**src/rtl/pgm_sched.sv**
```systemverilog
// pgm_sched: program packet scheduler sitting on the configuration chain.
// Every config flit is re-registered downstream with one cycle of latency.
// Header flits addressed to MODULE_ID read or write the local registers.
// A five-state FSM paces start/finish pulses toward pgm_rd, using the
// REPEAT count and the INTERVAL gap.
module pgm_sched #(
    parameter logic [7:0] MODULE_ID = 8'd63
) (
    input  logic         clk,
    input  logic         rst_n,
    input  logic [133:0] cin_sched_data,
    input  logic         cin_sched_data_wr,
    output logic         cout_sched_ready,
    output logic [133:0] cout_sched_data,
    output logic         cout_sched_data_wr,
    input  logic         cin_sched_ready,
    input  logic         in_rd_alf,
    input  logic         rd2sched_pkt_done,
    output logic         pgm_bypass_flag,
    output logic         pgm_sent_start_flag,
    output logic         pgm_sent_finish_flag
);

    localparam logic [5:0]  KIND_HEADER = 6'h01;
    localparam logic [2:0]  OP_WRITE    = 3'b001;
    localparam logic [2:0]  OP_READ     = 3'b010;
    localparam logic [2:0]  OP_READ_RSP = 3'b011;
    localparam logic [7:0]  ADDR_CTRL     = 8'h01;
    localparam logic [7:0]  ADDR_REPEAT   = 8'h02;
    localparam logic [7:0]  ADDR_INTERVAL = 8'h03;
    localparam logic [7:0]  ADDR_STATUS   = 8'h04;
    localparam logic [31:0] CNT_MAX       = 32'hFFFF_FFFF;

    typedef enum logic [2:0] {
        IDLE,
        START,
        WAIT_DONE,
        GAP,
        FINISH
    } state_t;

    state_t        state_reg, state_next;
    logic          enable_reg, enable_next;
    logic          bypass_reg, bypass_next;
    logic [31:0]   repeat_reg, repeat_next;
    logic [31:0]   interval_reg, interval_next;
    logic [31:0]   sent_cnt_reg, sent_cnt_next;
    logic [31:0]   gap_cnt_reg, gap_cnt_next;
    logic [133:0]  flit_reg, flit_next;
    logic          flit_wr_reg;

    // Flit field views
    logic [5:0]    flit_kind;
    logic [2:0]    flit_op;
    logic [7:0]    flit_id;
    logic [7:0]    flit_addr;
    logic [31:0]   flit_mask;
    logic [31:0]   flit_data;
    logic          cfg_hit;
    logic          cfg_wr;
    logic          cfg_rd;
    logic [31:0]   rd_value;
    logic [31:0]   ctrl_value;
    logic [31:0]   ctrl_written;
    logic [31:0]   sent_cnt_inc;
    logic          run_allowed;
    logic          pkt_done;

    assign flit_kind = cin_sched_data[133:128];
    assign flit_op   = cin_sched_data[126:124];
    assign flit_id   = cin_sched_data[103:96];
    assign flit_addr = cin_sched_data[71:64];
    assign flit_mask = cin_sched_data[63:32];
    assign flit_data = cin_sched_data[31:0];

    assign cfg_hit = cin_sched_data_wr && (flit_kind == KIND_HEADER) && (flit_id == MODULE_ID);
    assign cfg_wr  = cfg_hit && (flit_op == OP_WRITE);
    assign cfg_rd  = cfg_hit && (flit_op == OP_READ);

    assign ctrl_value   = {30'd0, bypass_reg, enable_reg};
    assign ctrl_written = (ctrl_value & ~flit_mask) | (flit_data & flit_mask);

    // Saturating increment of the sent-packet count
    assign sent_cnt_inc = (sent_cnt_reg == CNT_MAX) ? sent_cnt_reg : sent_cnt_reg + 32'd1;

    // Packets may keep flowing only while enabled and not bypassed
    assign run_allowed = enable_reg && !bypass_reg;

    // Done is meaningful only while a packet is outstanding
    assign pkt_done = (state_reg == WAIT_DONE) && rd2sched_pkt_done;

    assign cout_sched_ready     = cin_sched_ready;
    assign cout_sched_data      = flit_reg;
    assign cout_sched_data_wr   = flit_wr_reg;
    assign pgm_bypass_flag      = bypass_reg;

    // Register read mux for read-response headers
    always_comb begin
        rd_value = 32'd0;
        case (flit_addr)
            ADDR_CTRL:     rd_value = ctrl_value;
            ADDR_REPEAT:   rd_value = repeat_reg;
            ADDR_INTERVAL: rd_value = interval_reg;
            ADDR_STATUS:   rd_value = sent_cnt_reg;
            default:       rd_value = 32'd0;
        endcase
    end

    // Outgoing flit: pass through, rewriting only matching read headers
    always_comb begin
        flit_next = cin_sched_data;
        if (cfg_rd) begin
            flit_next[126:124] = OP_READ_RSP;
            flit_next[31:0]    = rd_value;
        end
    end

    // Masked config writes; the FINISH auto-clear of enable wins over a write
    always_comb begin
        enable_next   = enable_reg;
        bypass_next   = bypass_reg;
        repeat_next   = repeat_reg;
        interval_next = interval_reg;
        if (cfg_wr) begin
            case (flit_addr)
                ADDR_CTRL: begin
                    enable_next = ctrl_written[0];
                    bypass_next = ctrl_written[1];
                end
                ADDR_REPEAT:   repeat_next   = (repeat_reg & ~flit_mask) | (flit_data & flit_mask);
                ADDR_INTERVAL: interval_next = (interval_reg & ~flit_mask) | (flit_data & flit_mask);
                default: ;
            endcase
        end
        if (state_reg == FINISH) begin
            enable_next = 1'b0;
        end
    end

    // Sent counter: counts completed packets, restarts on a fresh enable
    always_comb begin
        sent_cnt_next = sent_cnt_reg;
        if (pkt_done) begin
            sent_cnt_next = sent_cnt_inc;
        end
        if (!enable_reg && enable_next) begin
            sent_cnt_next = 32'd0;
        end
    end

    // Scheduler FSM next-state and pulse outputs
    always_comb begin
        state_next           = state_reg;
        gap_cnt_next         = gap_cnt_reg;
        pgm_sent_start_flag  = 1'b0;
        pgm_sent_finish_flag = 1'b0;
        case (state_reg)
            IDLE: begin
                if (run_allowed) begin
                    state_next = START;
                end
            end
            START: begin
                if (!in_rd_alf) begin
                    pgm_sent_start_flag = 1'b1;
                    state_next          = WAIT_DONE;
                end
            end
            WAIT_DONE: begin
                if (pkt_done) begin
                    if ((repeat_reg != 32'd0) && (sent_cnt_inc == repeat_reg)) begin
                        state_next = FINISH;
                    end else if (!run_allowed) begin
                        state_next = FINISH;
                    end else if (interval_reg == 32'd0) begin
                        state_next = START;
                    end else begin
                        state_next   = GAP;
                        gap_cnt_next = interval_reg;
                    end
                end
            end
            GAP: begin
                if (!run_allowed) begin
                    state_next   = FINISH;
                    gap_cnt_next = 32'd0;
                end else if (gap_cnt_reg <= 32'd1) begin
                    state_next   = START;
                    gap_cnt_next = 32'd0;
                end else begin
                    gap_cnt_next = gap_cnt_reg - 32'd1;
                end
            end
            FINISH: begin
                pgm_sent_finish_flag = 1'b1;
                state_next           = IDLE;
            end
            default: begin
                state_next   = IDLE;
                gap_cnt_next = 32'd0;
            end
        endcase
    end

    // FSM state and gap counter
    always_ff @(posedge clk or negedge rst_n) begin
        if (!rst_n) begin
            state_reg   <= IDLE;
            gap_cnt_reg <= 32'd0;
        end else begin
            state_reg   <= state_next;
            gap_cnt_reg <= gap_cnt_next;
        end
    end

    // Configuration registers and sent counter
    always_ff @(posedge clk or negedge rst_n) begin
        if (!rst_n) begin
            enable_reg   <= 1'b0;
            bypass_reg   <= 1'b0;
            repeat_reg   <= 32'd0;
            interval_reg <= 32'd0;
            sent_cnt_reg <= 32'd0;
        end else begin
            enable_reg   <= enable_next;
            bypass_reg   <= bypass_next;
            repeat_reg   <= repeat_next;
            interval_reg <= interval_next;
            sent_cnt_reg <= sent_cnt_next;
        end
    end

    // One-cycle registered config chain output; reset drops any flit in flight
    always_ff @(posedge clk or negedge rst_n) begin
        if (!rst_n) begin
            flit_reg    <= '0;
            flit_wr_reg <= 1'b0;
        end else begin
            flit_reg    <= flit_next;
            flit_wr_reg <= cin_sched_data_wr;
        end
    end

endmodule

```
**config.mk**
```make
export PLATFORM = sky130hd
export DESIGN_NAME = pgm_sched
export DESIGN_NICKNAME = d
export VERILOG_FILES = /design/src/rtl/pgm_sched.sv
export SDC_FILE = /design/constraint.sdc
export NUM_CORES = 1
export LEC_CHECK = 0
export BUFFER_PORTS_ARGS = -buffer_cell sky130_fd_sc_hd__buf_2
export CELL_PAD_IN_SITES_DETAIL_PLACEMENT = 1
export CELL_PAD_IN_SITES_GLOBAL_PLACEMENT = 1
export CORE_UTILIZATION = 38
export DETAILED_ROUTE_END_ITERATION = 16
export PLACE_DENSITY = 0.77
export SYNTH_ARGS = -nofsm -noshare
export SYNTH_HDL_FRONTEND = slang
export SYNTH_SLANG_ARGS = --single-unit
```
**constraint.sdc**
```tcl
create_clock -name clk -period 3.7 [get_ports clk]
set_clock_uncertainty 0.15 [all_clocks]
set_input_delay 0.74 -clock clk [delete_from_list [all_inputs] [get_ports clk]]
set_output_delay 0.74 -clock clk [all_outputs]
set_load 0.02 [all_outputs]
```
==> impl_summary.log, run 1 <==
INFO  metric grt_overflow_total = 0
INFO  metric drt_first_iter_violations = 997
INFO  metric ctsHtreeMaxLevel = 1
INFO  metric worstMarginPinSlew = 1010 ps
INFO  metric layout.cell_area.non_filler = 16000 um2
INFO  metric vias_in_the_first_global_route = 11727
INFO  metric cts_inserted_buffers = 30
INFO  metric dr_total_vias = 11047
INFO  metric ios = 279
INFO  metric finalPower = 6.56 mW
INFO  metric worst-r2r-cell-count = 11
INFO  metric synth_edf_count = 0
INFO  metric power.share.combinational = 6.4%
INFO  metric first_pass_grt_wire_length = 71700 um
INFO  metric synth.lib_cells_used.distinct = 80
INFO  metric globalRouteMet1Util = 36.5%
INFO  metric number_of_antenna_violations_at_the_first_check_in_global_routing = 0
INFO  metric worstPathCellList = ha_2, nand4_1, or4_4, o2111a_1, xnor2_1, or4_4, nor4_4, a31oi_4, buf_12, a32oi_1, a21bo_2
INFO  metric cp_max_fo = 7
INFO  metric drive_above_1_share = 34.9%
INFO  metric grt_util_all_layers = 27.8%
INFO  metric dominantRegCellSynth = sky130_fd_sc_hd__dfrtp_1
INFO  metric ctsRootBufferMaster = sky130_fd_sc_hd__clkbuf_16
INFO  metric timing.critical_path.depth = 11
INFO  metric routability_cong = 0.934
INFO  metric die_h = 184 um
INFO  metric synth.avg_cell_area = 10.7 um2
INFO  metric die_width = 184 um
INFO  metric worst_setup_path_end_kind = register
INFO  metric worst-path-buf-inv = 1
INFO  metric placement.cell_area = 14800 um2
INFO  metric p_leak = 7.33 nW
INFO  metric cp_slowest_stage_delay = 550 ps
INFO  metric route.detailed.wl_per_inst = 24.1 um
INFO  metric multi_input_area = 5500 um2
INFO  metric global_route.usage.met3 = 4.66%
INFO  metric grt_max_degree = 95
INFO  metric fillerInstances = 3716
INFO  metric dieArea = 33700 um2
INFO  metric antennaDiodeCount = 0
INFO  metric sinks_on_the_clock_net = 268
INFO  metric final_cycle_utilization_of_the_critical_path = 98.4%
INFO  metric clk_latency = 580 ps
INFO  metric clk_pin_slew = 60 ps
INFO  metric design.core.area = 32500 um2
INFO  metric groute.layer.met2.usage = 47.5%
INFO  metric placement.io_buffers = 276
INFO  metric rows = 66
INFO  metric seq_power_share = 46.2%
INFO  metric timing.critical_path.from_type = register
INFO  metric drt-pass1-iter-count = 7
INFO  metric mappedNetlistArea = 12500 um2
INFO  metric cp_top_family = simple AND/OR/NAND/NOR gates
INFO  metric cp_data_required_time = 4010 ps
INFO  metric initial_utilization = 38.5%
INFO  metric max-vdd-ir-drop = 0.000361 V
INFO  metric routed_via_density = 5.69
INFO  metric max_slew_margin = 32.7%
INFO  metric utilization = 49.2%
INFO  metric timing.final.hold_violations = 0
INFO  metric slew_viol_final = 0
INFO  metric critical-path-top-cell-by-count = sky130_fd_sc_hd__or4_4
INFO  metric internal_power = 5.01 mW
INFO  metric synthCells = 1169
INFO  metric power.net_switching = 1.55 mW
INFO  metric detailedPlace.worstSlack = 4.12 ps
INFO  metric yosysWarningCount = 0
INFO  metric run_status = complete, no violations
INFO  metric layout.cells.non_filler = 1942
INFO  metric area_delta_synth_final = 27.7%
INFO  metric routed_wirelength = 46800 um
INFO  metric hp-class = in -> async
INFO  metric syn-num-nets = 1312
INFO  metric critPathKind = reg -> reg
INFO  metric dp_cells = 1884
INFO  metric finalSetupViolCount = 0
INFO  metric clkPwrFrac = 47.3%
INFO  metric async_sr_flop_fraction = 100%
INFO  metric synth-seq-cells = 268
INFO  metric detail_route.drc_violations = 0
INFO  metric finalSetupTns = 0 ps
INFO  metric cts.path.max_buffers = 3
INFO  metric slowest_stage = sky130_fd_sc_hd__or4_4
INFO  metric place.detailed.hpwl = 34300 um
INFO  metric power.switching_fraction = 23.6%
INFO  metric area_taken_by_flip_flops_and_latches = 6710 um2
INFO  metric finalNetCount = 1624
INFO  metric setup_slack = 57.5 ps
INFO  metric synth-seq-area-share = 53.5%
INFO  metric clock_tree_from_tritoncts = yes
INFO  metric hold-worst-slack = 38.8 ps
INFO  metric max_freq = 275 MHz
INFO  metric arrival = 3950 ps
INFO  metric postRouteAntennaNets = 0
INFO  metric grt_most_used_layer = met2
INFO  metric drv.max_cap_violation_count = 0
INFO  metric power.density_cell_area = 409 nW/um2
INFO  metric minimum_period_implied_by_the_final_worst_setup_slack = 3640 ps
[power groups by stage]
stage / Clock (mW) / Sequential, mW / Combinational, mW
detailed placement: 0 / 3.08 / 0.425
global placement: 0 / 3.08 / 0.414
finish: 3.10 / 3.03 / 0.422
CTS: 3.16 / 3.03 / 0.427
global route: 3.27 / 3.04 / 0.457
floorplan: 0 / 3.19 / 0.0401
[synthesized netlist by cell type, types with 8 or more instances]
| cell | count | area share (%) |
|---|---|---|
| sky130_fd_sc_hd__a21oi_1 | 26 | 1.0 |
| sky130_fd_sc_hd__a222oi_1 | 32 | 2.6 |
| sky130_fd_sc_hd__o2bb2ai_1 | 9 | 0.63 |
| sky130_fd_sc_hd__clkbuf_1 | 56 | 1.7 |
| sky130_fd_sc_hd__buf_2 | 12 | 0.48 |
| sky130_fd_sc_hd__nand4_1 | 18 | 0.90 |
| sky130_fd_sc_hd__o221ai_2 | 10 | 1.2 |
| sky130_fd_sc_hd__xor2_1 | 29 | 2.0 |
| sky130_fd_sc_hd__inv_1 | 30 | 0.90 |
| sky130_fd_sc_hd__nand2_1 | 156 | 4.7 |
| sky130_fd_sc_hd__nor4_1 | 27 | 1.3 |
| sky130_fd_sc_hd__nand2b_1 | 8 | 0.40 |
| sky130_fd_sc_hd__nor2_1 | 90 | 2.7 |
| sky130_fd_sc_hd__a32oi_1 | 13 | 0.91 |
| sky130_fd_sc_hd__a22oi_1 | 8 | 0.48 |
| sky130_fd_sc_hd__o221ai_1 | 11 | 0.77 |
| sky130_fd_sc_hd__mux2i_1 | 8 | 0.64 |
| sky130_fd_sc_hd__nand3_1 | 16 | 0.64 |
| sky130_fd_sc_hd__nor3_1 | 22 | 0.88 |
| sky130_fd_sc_hd__mux2_2 | 67 | 6.0 |
| sky130_fd_sc_hd__o21ai_0 | 64 | 2.6 |
| sky130_fd_sc_hd__xnor2_1 | 50 | 3.5 |
| sky130_fd_sc_hd__dfrtp_1 | 268 | 53 |
[final cells by class]
| class | instances | share of cell area [%] |
|---|---|---|
| Inverter | 30 | 0.703 |
| Clock inverter | 11 | 1.18 |
| Timing Repair Buffer | 356 | 13.2 |
| Clock buffer | 40 | 5.23 |
| Tap cell | 442 | 3.45 |
| Sequential cell | 268 | 41.9 |
| Multi-Input combinational cell | 795 | 34.3 |
[metal layers]
layer  up-vias  part of all wire [%]
li1       4860                     -
met3        86                   6.8
met2       387                    50
met4         0                   2.4
met1      5714                    40
met5         -                     0
[timing repair]
action,CTS,global route
setup buffers,0,6
hold buffers,0,0
resized for setup,1,22
setup endpoints to repair,10,34
gates cloned,0,1
pin swaps,0,10
[placed cells by master (no fill, tap or decap), drive strengths merged, types with 3 or more instances in the layout]
master and n:
a2111oi 5, a211oi 7, a21oi 26, a222oi 32, a22oi 8, a31oi 8
a32oi 13, and2 6, and3 7, and4 7, buf 355, bufinv 4
clkbuf 41, clkinv 5, dfrtp 268, ha 3, inv 30, mux2 67
mux2i 8, nand2 156, nand2b 9, nand3 16, nand4 20, nor2 91
nor2b 5, nor3 22, nor3b 5, nor4 31, nor4b 5, o21ai 68
o221ai 21, o22ai 7, o2bb2ai 9, o31a 4, o31ai 8, or3 7
or4 7, xnor2 50, xor2 29
[path summary, 6_finish.rpt]
path                       slack [ps]                        endpoint                   startpoint
min in group clk                  110   cout_sched_data[95]$_DFF_PN0_           cin_sched_data[95]
max                                60      gap_cnt_reg[0]$_DFFE_PN0P_  sent_cnt_reg[0]$_DFFE_PN0P_
max in group asynchronous        2420  cout_sched_data[104]$_DFF_PN0_                        rst_n
min reg2reg                       360     gap_cnt_reg[28]$_DFFE_PN0P_  gap_cnt_reg[28]$_DFFE_PN0P_
max reg2reg                        60      gap_cnt_reg[0]$_DFFE_PN0P_  sent_cnt_reg[0]$_DFFE_PN0P_
min                                40   cout_sched_data[68]$_DFF_PN0_                        rst_n
[cell families after synthesis]
| group | after synthesis | share of synthesized area [%] |
|---|---|---|
| compound gates | 235 | 14.5 |
| fa+ha+maj | 3 | 0.299 |
| xor+xnor | 79 | 5.52 |
| buf+inv | 106 | 3.60 |
| simple gates | 403 | 15.9 |
| mux | 75 | 6.66 |
| flops | 268 | 53.5 |
Note: power is estimated with default switching activity, not from simulation.
==> inputs of run 2 (changes only) <==
Settings changed: CORE_ASPECT_RATIO from default to 1.25.
==> run 2 against run 1 <==
Against the previous run:
- sequential share of layout area rose by 0.15 points
- clock power fell by 1%
- setup slack improved by 34 ps
- register-to-register slack improved by 30 ps
- die area barely moved
- via count rose by 0.49%
- critical path type unchanged
- count of clock-buffer cells in the layout did not move
- worst hold slack got worse by 38 ps
- largest power group unchanged
- final area fell by 0.46%
- fmax rose by 0.94%
==> impl_summary.log, run 2 (synthesis results as in run 1) <==
INFO  metric routed_wirelength = 45400 um
INFO  metric groute.layer.met2.usage = 47.3%
INFO  metric area_delta_synth_final = 27.1%
INFO  metric max_slew_margin = 33.1%
INFO  metric drt-pass1-iter-count = 8
INFO  metric timing.final.hold_violations = 0
INFO  metric cp_data_required_time = 3950 ps
INFO  metric rows = 74
INFO  metric dp_cells = 1865
INFO  metric drive_above_1_share = 34.7%
INFO  metric p_leak = 7.34 nW
INFO  metric routability_cong = 0.938
INFO  metric cp_max_fo = 8
INFO  metric sinks_on_the_clock_net = 268
INFO  metric worstMarginPinSlew = 1000 ps
INFO  metric clk_pin_slew = 70 ps
INFO  metric detail_route.drc_violations = 0
INFO  metric clkPwrFrac = 47.0%
INFO  metric placement.io_buffers = 276
INFO  metric postRouteAntennaNets = 0
INFO  metric initial_utilization = 38.5%
INFO  metric grt_max_degree = 75
INFO  metric routed_via_density = 5.78
INFO  metric max-vdd-ir-drop = 0.000339 V
INFO  metric layout.cells.non_filler = 1921
INFO  metric cts.hold.buffers_added = 0
INFO  metric grt_setup_unrepaired = yes
INFO  metric minimum_period_implied_by_the_final_worst_setup_slack = 3610 ps
INFO  metric drt_first_iter_violations = 823
INFO  metric timing.critical_path.from_type = register
INFO  metric grt_util_all_layers = 26.5%
INFO  metric place.detailed.hpwl = 33400 um
INFO  metric setup_slack = 91.3 ps
INFO  metric grt_overflow_total = 0
INFO  metric hp-class = in -> async
INFO  metric dr_total_vias = 11101
INFO  metric power.share.combinational = 6.4%
INFO  metric clk_latency = 570 ps
INFO  metric dieArea = 33700 um2
INFO  metric critPathKind = reg -> reg
INFO  metric cts_inserted_buffers = 28
INFO  metric power.switching_fraction = 23.5%
INFO  metric route.detailed.wl_per_inst = 23.6 um
INFO  metric ios = 279
INFO  metric finalPower = 6.51 mW
INFO  metric max_freq = 277 MHz
INFO  metric final_cycle_utilization_of_the_critical_path = 97.5%
INFO  metric run_status = complete, no violations
INFO  metric clock_tree_from_tritoncts = yes
INFO  metric layout_commonest_cell = sky130_fd_sc_hd__buf_2
INFO  metric slew_viol_final = 0
INFO  metric arrival = 3860 ps
INFO  metric design.core.area = 32600 um2
INFO  metric finalSetupViolCount = 0
INFO  metric ctsHtreeMaxLevel = 1
INFO  metric number_of_antenna_violations_at_the_first_check_in_global_routing = 0
INFO  metric internal_power = 4.98 mW
INFO  metric drv.max_cap_violation_count = 0
INFO  metric global_route.usage.met3 = 3.24%
INFO  metric ctsRootBufferMaster = sky130_fd_sc_hd__clkbuf_16
INFO  metric die_h = 205 um
INFO  metric first_pass_grt_wire_length = 68300 um
INFO  metric vias_in_the_first_global_route = 11555
INFO  metric seq_power_share = 46.5%
INFO  metric globalRouteMet1Util = 32.1%
INFO  metric worst_setup_path_end_kind = register
INFO  metric cts.path.max_buffers = 3
INFO  metric power.net_switching = 1.53 mW
INFO  metric power.density_cell_area = 408 nW/um2
INFO  metric die_width = 164 um
INFO  metric hold-worst-slack = 0.949 ps
INFO  metric antennaDiodeCount = 0
INFO  metric detailedPlace.worstSlack = 16.4 ps
INFO  metric finalNetCount = 1624
INFO  metric most_frequent_cells_in_the_layout = sky130_fd_sc_hd__buf_2 (275), sky130_fd_sc_hd__dfrtp_1 (267), sky130_fd_sc_hd__nand2_1 (156)
INFO  metric grt_most_used_layer = met2
-- run 2: cell types whose count changed in the layout (fill, tap and decap cells not counted), sizes merged --
cell / delta
buf: +2
clkbuf: -1
clkdlybuf4s15: +1
clkinv: -2
clkinvlp: +2
inv: +1
-- run 2: per-stage QoR --
| step | utilization, % | TNS, ps | instance area, um2 |
|---|---|---|---|
| 6_report | 48.9 | 0 | 15900 |
| 5_1_grt | 48.9 | -752 | 15900 |
| 4_1_cts | 48.5 | 0 | 15800 |
| 3_5_place_dp | 45.5 | 0 | 14800 |
| 3_3_place_gp | 45.5 | 0 | 14800 |
| 2_1_floorplan | - | 0 | 12500 |
-- run 2: cell type report --
| cell class | count | area (um2) |
|---|---|---|
| fillers | 3662 | 16700 |
| flip-flops and latches | 268 | 6710 |
| multi-input cells | 795 | 5480 |
| repair buffers | 358 | 2110 |
| clock buffers | 40 | 827 |
| well taps | 418 | 523 |
| clock inverters | 12 | 174 |
| inverters | 30 | 113 |
-- run 2: power by group through the flow --
| stage | clock network [mW] | logic (mW) | registers, mW |
|---|---|---|---|
| finish | 3.06 | 0.419 | 3.03 |
| global route | 3.22 | 0.457 | 3.04 |
| CTS | 3.12 | 0.422 | 3.03 |
| detailed placement | 0 | 0.420 | 3.08 |
| global placement | 0 | 0.410 | 3.08 |
| floorplan | 0 | 0.0401 | 3.19 |
-- run 2: timing repair --
action,4_1_cts,5_1_grt
endpoints found under the hold margin,0,0
resized for setup,0,20
endpoints found under the setup margin,0,34
setup buffers,0,3
-- run 2: final timing paths --
check / start / endpoint / slack (ps) / cells past startpoint
min reg2reg: gap_cnt_reg[28]$_DFFE_PN0P_ / gap_cnt_reg[28]$_DFFE_PN0P_ / 360 / 1
max reg2reg: sent_cnt_reg[0]$_DFFE_PN0P_ / gap_cnt_reg[7]$_DFFE_PN0P_ / 90 / 14
max: sent_cnt_reg[0]$_DFFE_PN0P_ / gap_cnt_reg[7]$_DFFE_PN0P_ / 90 / 14
min in group clk: cin_sched_data[94] / cout_sched_data[94]$_DFF_PN0_ / 130 / 1
min: rst_n / cout_sched_data[117]$_DFF_PN0_ / 0.9 / 1
max in group asynchronous: rst_n / cout_sched_data[85]$_DFF_PN0_ / 2480 / 2
-- run 2: worst max-delay path, cell delays in order, from the launching register on --
cell and delay, ps:
sky130_fd_sc_hd__dfrtp_1 370, sky130_fd_sc_hd__ha_2 200, sky130_fd_sc_hd__nand4_1 190, sky130_fd_sc_hd__buf_4 190
sky130_fd_sc_hd__buf_4 140, sky130_fd_sc_hd__nor4_4 280, sky130_fd_sc_hd__buf_4 200, sky130_fd_sc_hd__a21oi_1 90
sky130_fd_sc_hd__mux2i_1 150, sky130_fd_sc_hd__or4_4 570, sky130_fd_sc_hd__nor4_4 230, sky130_fd_sc_hd__a31oi_4 180
sky130_fd_sc_hd__o21ai_4 230, sky130_fd_sc_hd__buf_6 180, sky130_fd_sc_hd__o221ai_1 120
-- run 2: routing by layer --
| metal | share of wire, % | up-vias |
|---|---|---|
| met5 | 0 | - |
| met1 | 39 | 5700 |
| li1 | - | 4870 |
| met3 | 5.7 | 99 |
| met2 | 52 | 432 |
| met4 | 4.0 | 0 |
==> inputs of run 3 (changes only) <==
Settings changed: CORE_MARGIN from default to 2.
==> run 3 against run 2 <==
Against the previous run:
- the run now ends with negative setup slack left
- core utilization is 0.57 points higher
- power decreased by 2.8%
- sequential share of layout area shrank 0.48 points
- highest routed layer unchanged
==> impl_summary.log, run 3 (synthesis results as in run 1) <==
INFO  metric run_status = finished, violations left
INFO  metric violations_in_the_final_reports = negative setup slack
INFO  metric postRouteAntennaNets = 0
INFO  metric layout.cell_area.non_filler = 16100 um2
INFO  metric route.detailed.wl_per_inst = 23.8 um
INFO  metric die_h = 207 um
INFO  metric finalPower = 6.32 mW
INFO  metric slowest_stage = sky130_fd_sc_hd__or4_4
INFO  metric timing.final.hold_violations = 0
INFO  metric max_freq = 264 MHz
INFO  metric finalSetupTns = -879 ps
INFO  metric cts_inserted_buffers = 29
INFO  metric dieArea = 34500 um2
INFO  metric timing.critical_path.from_type = register
INFO  metric sinks_on_the_clock_net = 268
INFO  metric final_cycle_utilization_of_the_critical_path = 102%
INFO  metric first_pass_grt_wire_length = 70200 um
INFO  metric grt_max_degree = 74
INFO  metric die_width = 166 um
INFO  metric slew_viol_final = 0
INFO  metric cp_slowest_stage_delay = 560 ps
INFO  metric cp_data_required_time = 3970 ps
INFO  metric arrival = 4060 ps
INFO  metric hp-class = in -> async
INFO  metric layout_commonest_cell = sky130_fd_sc_hd__buf_2
INFO  metric power.density_cell_area = 392 nW/um2
INFO  metric routability_cong = 0.897
INFO  metric finalSetupViolCount = 22
INFO  metric most_frequent_cells_in_the_layout = sky130_fd_sc_hd__buf_2 (275), sky130_fd_sc_hd__dfrtp_1 (266), sky130_fd_sc_hd__nand2_1 (156)
INFO  metric ctsRootBufferMaster = sky130_fd_sc_hd__clkbuf_16
INFO  metric initial_utilization = 38.5%
INFO  metric cp_top_family = simple AND/OR/NAND/NOR gates
INFO  metric finalNetCount = 1634
INFO  metric dr_total_vias = 11054
INFO  metric cts.path.max_buffers = 3
INFO  metric grt_overflow_total = 0
INFO  metric drive_above_1_share = 36.4%
INFO  metric ios = 279
INFO  metric cp_max_fo = 6
INFO  metric worst-path-buf-inv = 4
INFO  metric worstMarginPinSlew = 1050 ps
INFO  metric worstPathCellList = ha_2, nand4_1, buf_4, nor4_4, buf_4, buf_8, a2111oi_4, xnor2_1, or4_4, nor4_4, a31oi_4, o21ai_4, clkbuf_16, o221ai_2
INFO  metric area_delta_synth_final = 28.6%
INFO  metric routed_via_density = 5.72
INFO  metric clk_latency = 560 ps
INFO  metric place.detailed.hpwl = 33300 um
INFO  metric max_slew_margin = 29.7%
INFO  metric placement.cell_area = 14800 um2
INFO  metric vias_in_the_first_global_route = 11784
INFO  metric drt-pass1-iter-count = 6
INFO  metric ctsHtreeMaxLevel = 1
INFO  metric grt_util_all_layers = 25.9%
INFO  metric design.core.area = 32600 um2
INFO  metric p_leak = 7.38 nW
INFO  metric clk_pin_slew = 70 ps
INFO  metric fillerInstances = 3642
INFO  metric clock_tree_from_tritoncts = yes
INFO  metric detail_route.drc_violations = 0
INFO  metric minimum_period_implied_by_the_final_worst_setup_slack = 3790 ps
INFO  metric number_of_antenna_violations_at_the_first_check_in_global_routing = 1
INFO  metric placement.io_buffers = 276
INFO  metric grt_setup_unrepaired = yes
INFO  metric max-vdd-ir-drop = 0.000335 V
INFO  metric worst_setup_path_end_kind = register
INFO  metric rows = 74
INFO  metric drt_first_iter_violations = 968
INFO  metric setup_slack = -88.6 ps
INFO  metric critPathKind = reg -> reg
INFO  metric drv.max_cap_violation_count = 0
INFO  metric routed_wirelength = 45900 um
run 3: cell types whose count changed in the layout (fill, tap and decap cells not counted), sizes merged, moves of 3 or more:
cell    before  now
buf        357  365
clkinv       3    7
clkbuf      40   43
bufinv       4    1
run 3: timing repair:
item,4_1_cts,5_1_grt
pin swaps,1,37
buffers inserted,2,11
cloned,0,3
endpoints found under the setup margin,30,34
resized for setup,3,38
hold buffers,0,0
run 3: worst reg2reg max path, delay by kind of cell (launching register included):
kind                     cells  cell delay (ps)
adder cells (fa/ha/maj)      1              210
XOR/XNOR                     1              150
AND/OR/NAND/NOR              4             1040
AO/OA/AOI/OAI                4              990
flip-flops                   1              400
buffers and inverters        4              720
run 3: path summary, 6_finish.rpt:
path | from | end | slack (ps) | cells past startpoint
worst max register to register | sent_cnt_reg[1]$_DFFE_PN0P_ | gap_cnt_reg[26]$_DFFE_PN0P_ | -90 | 14
worst min-delay path | rst_n | cout_sched_data[106]$_DFF_PN0_ | 5 | 1
min in group clk | cin_sched_data[105] | cout_sched_data[105]$_DFF_PN0_ | 130 | 1
worst max-delay path | sent_cnt_reg[1]$_DFFE_PN0P_ | gap_cnt_reg[26]$_DFFE_PN0P_ | -90 | 14
worst min register to register | gap_cnt_reg[28]$_DFFE_PN0P_ | gap_cnt_reg[28]$_DFFE_PN0P_ | 370 | 1
max in group asynchronous | rst_n | async pin | 2530 | 2
run 3: metrics by stage:
step	cells	hold slack (ps)	utilization [%]	setup slack, ps
after CTS	1917	17.8	48.4	3.58
after global routing	1932	41.8	49.5	-165
after global placement	1862	346	45.4	3.04
after floorplan	1169	294	-	62.2
after detailed placement	1862	360	45.4	-70.6
final	1932	4.79	49.5	-88.6
run 3: per-layer routing:
layer / up-vias / track usage [%] / part of all wire, %
met5: - / 0 / 0
met4: 0 / 11.2 / 4.5
met3: 114 / 3.55 / 5.6
met2: 427 / 46.1 / 52
met1: 5632 / 31.2 / 38
li1: 4881 / - / -
run 3: final cells by class:
cell class / instances / area, um2 / share of cell area (%)
clock buffer: 41 / 841 / 5.21
inverter: 30 / 113 / 0.698
tap: 418 / 523 / 3.24
antenna: 1 / 2.50 / 0.0155
sequential: 268 / 6710 / 41.6
clock inverter: 12 / 100 / 0.621
timing repair buffer: 367 / 2230 / 13.8
multi-input combinational: 795 / 5610 / 34.8
run 3: power by group:
part           switching, mW  internal [mW]
clock network           1.22           1.65
registers             0.0241           3.01
logic                  0.281          0.143
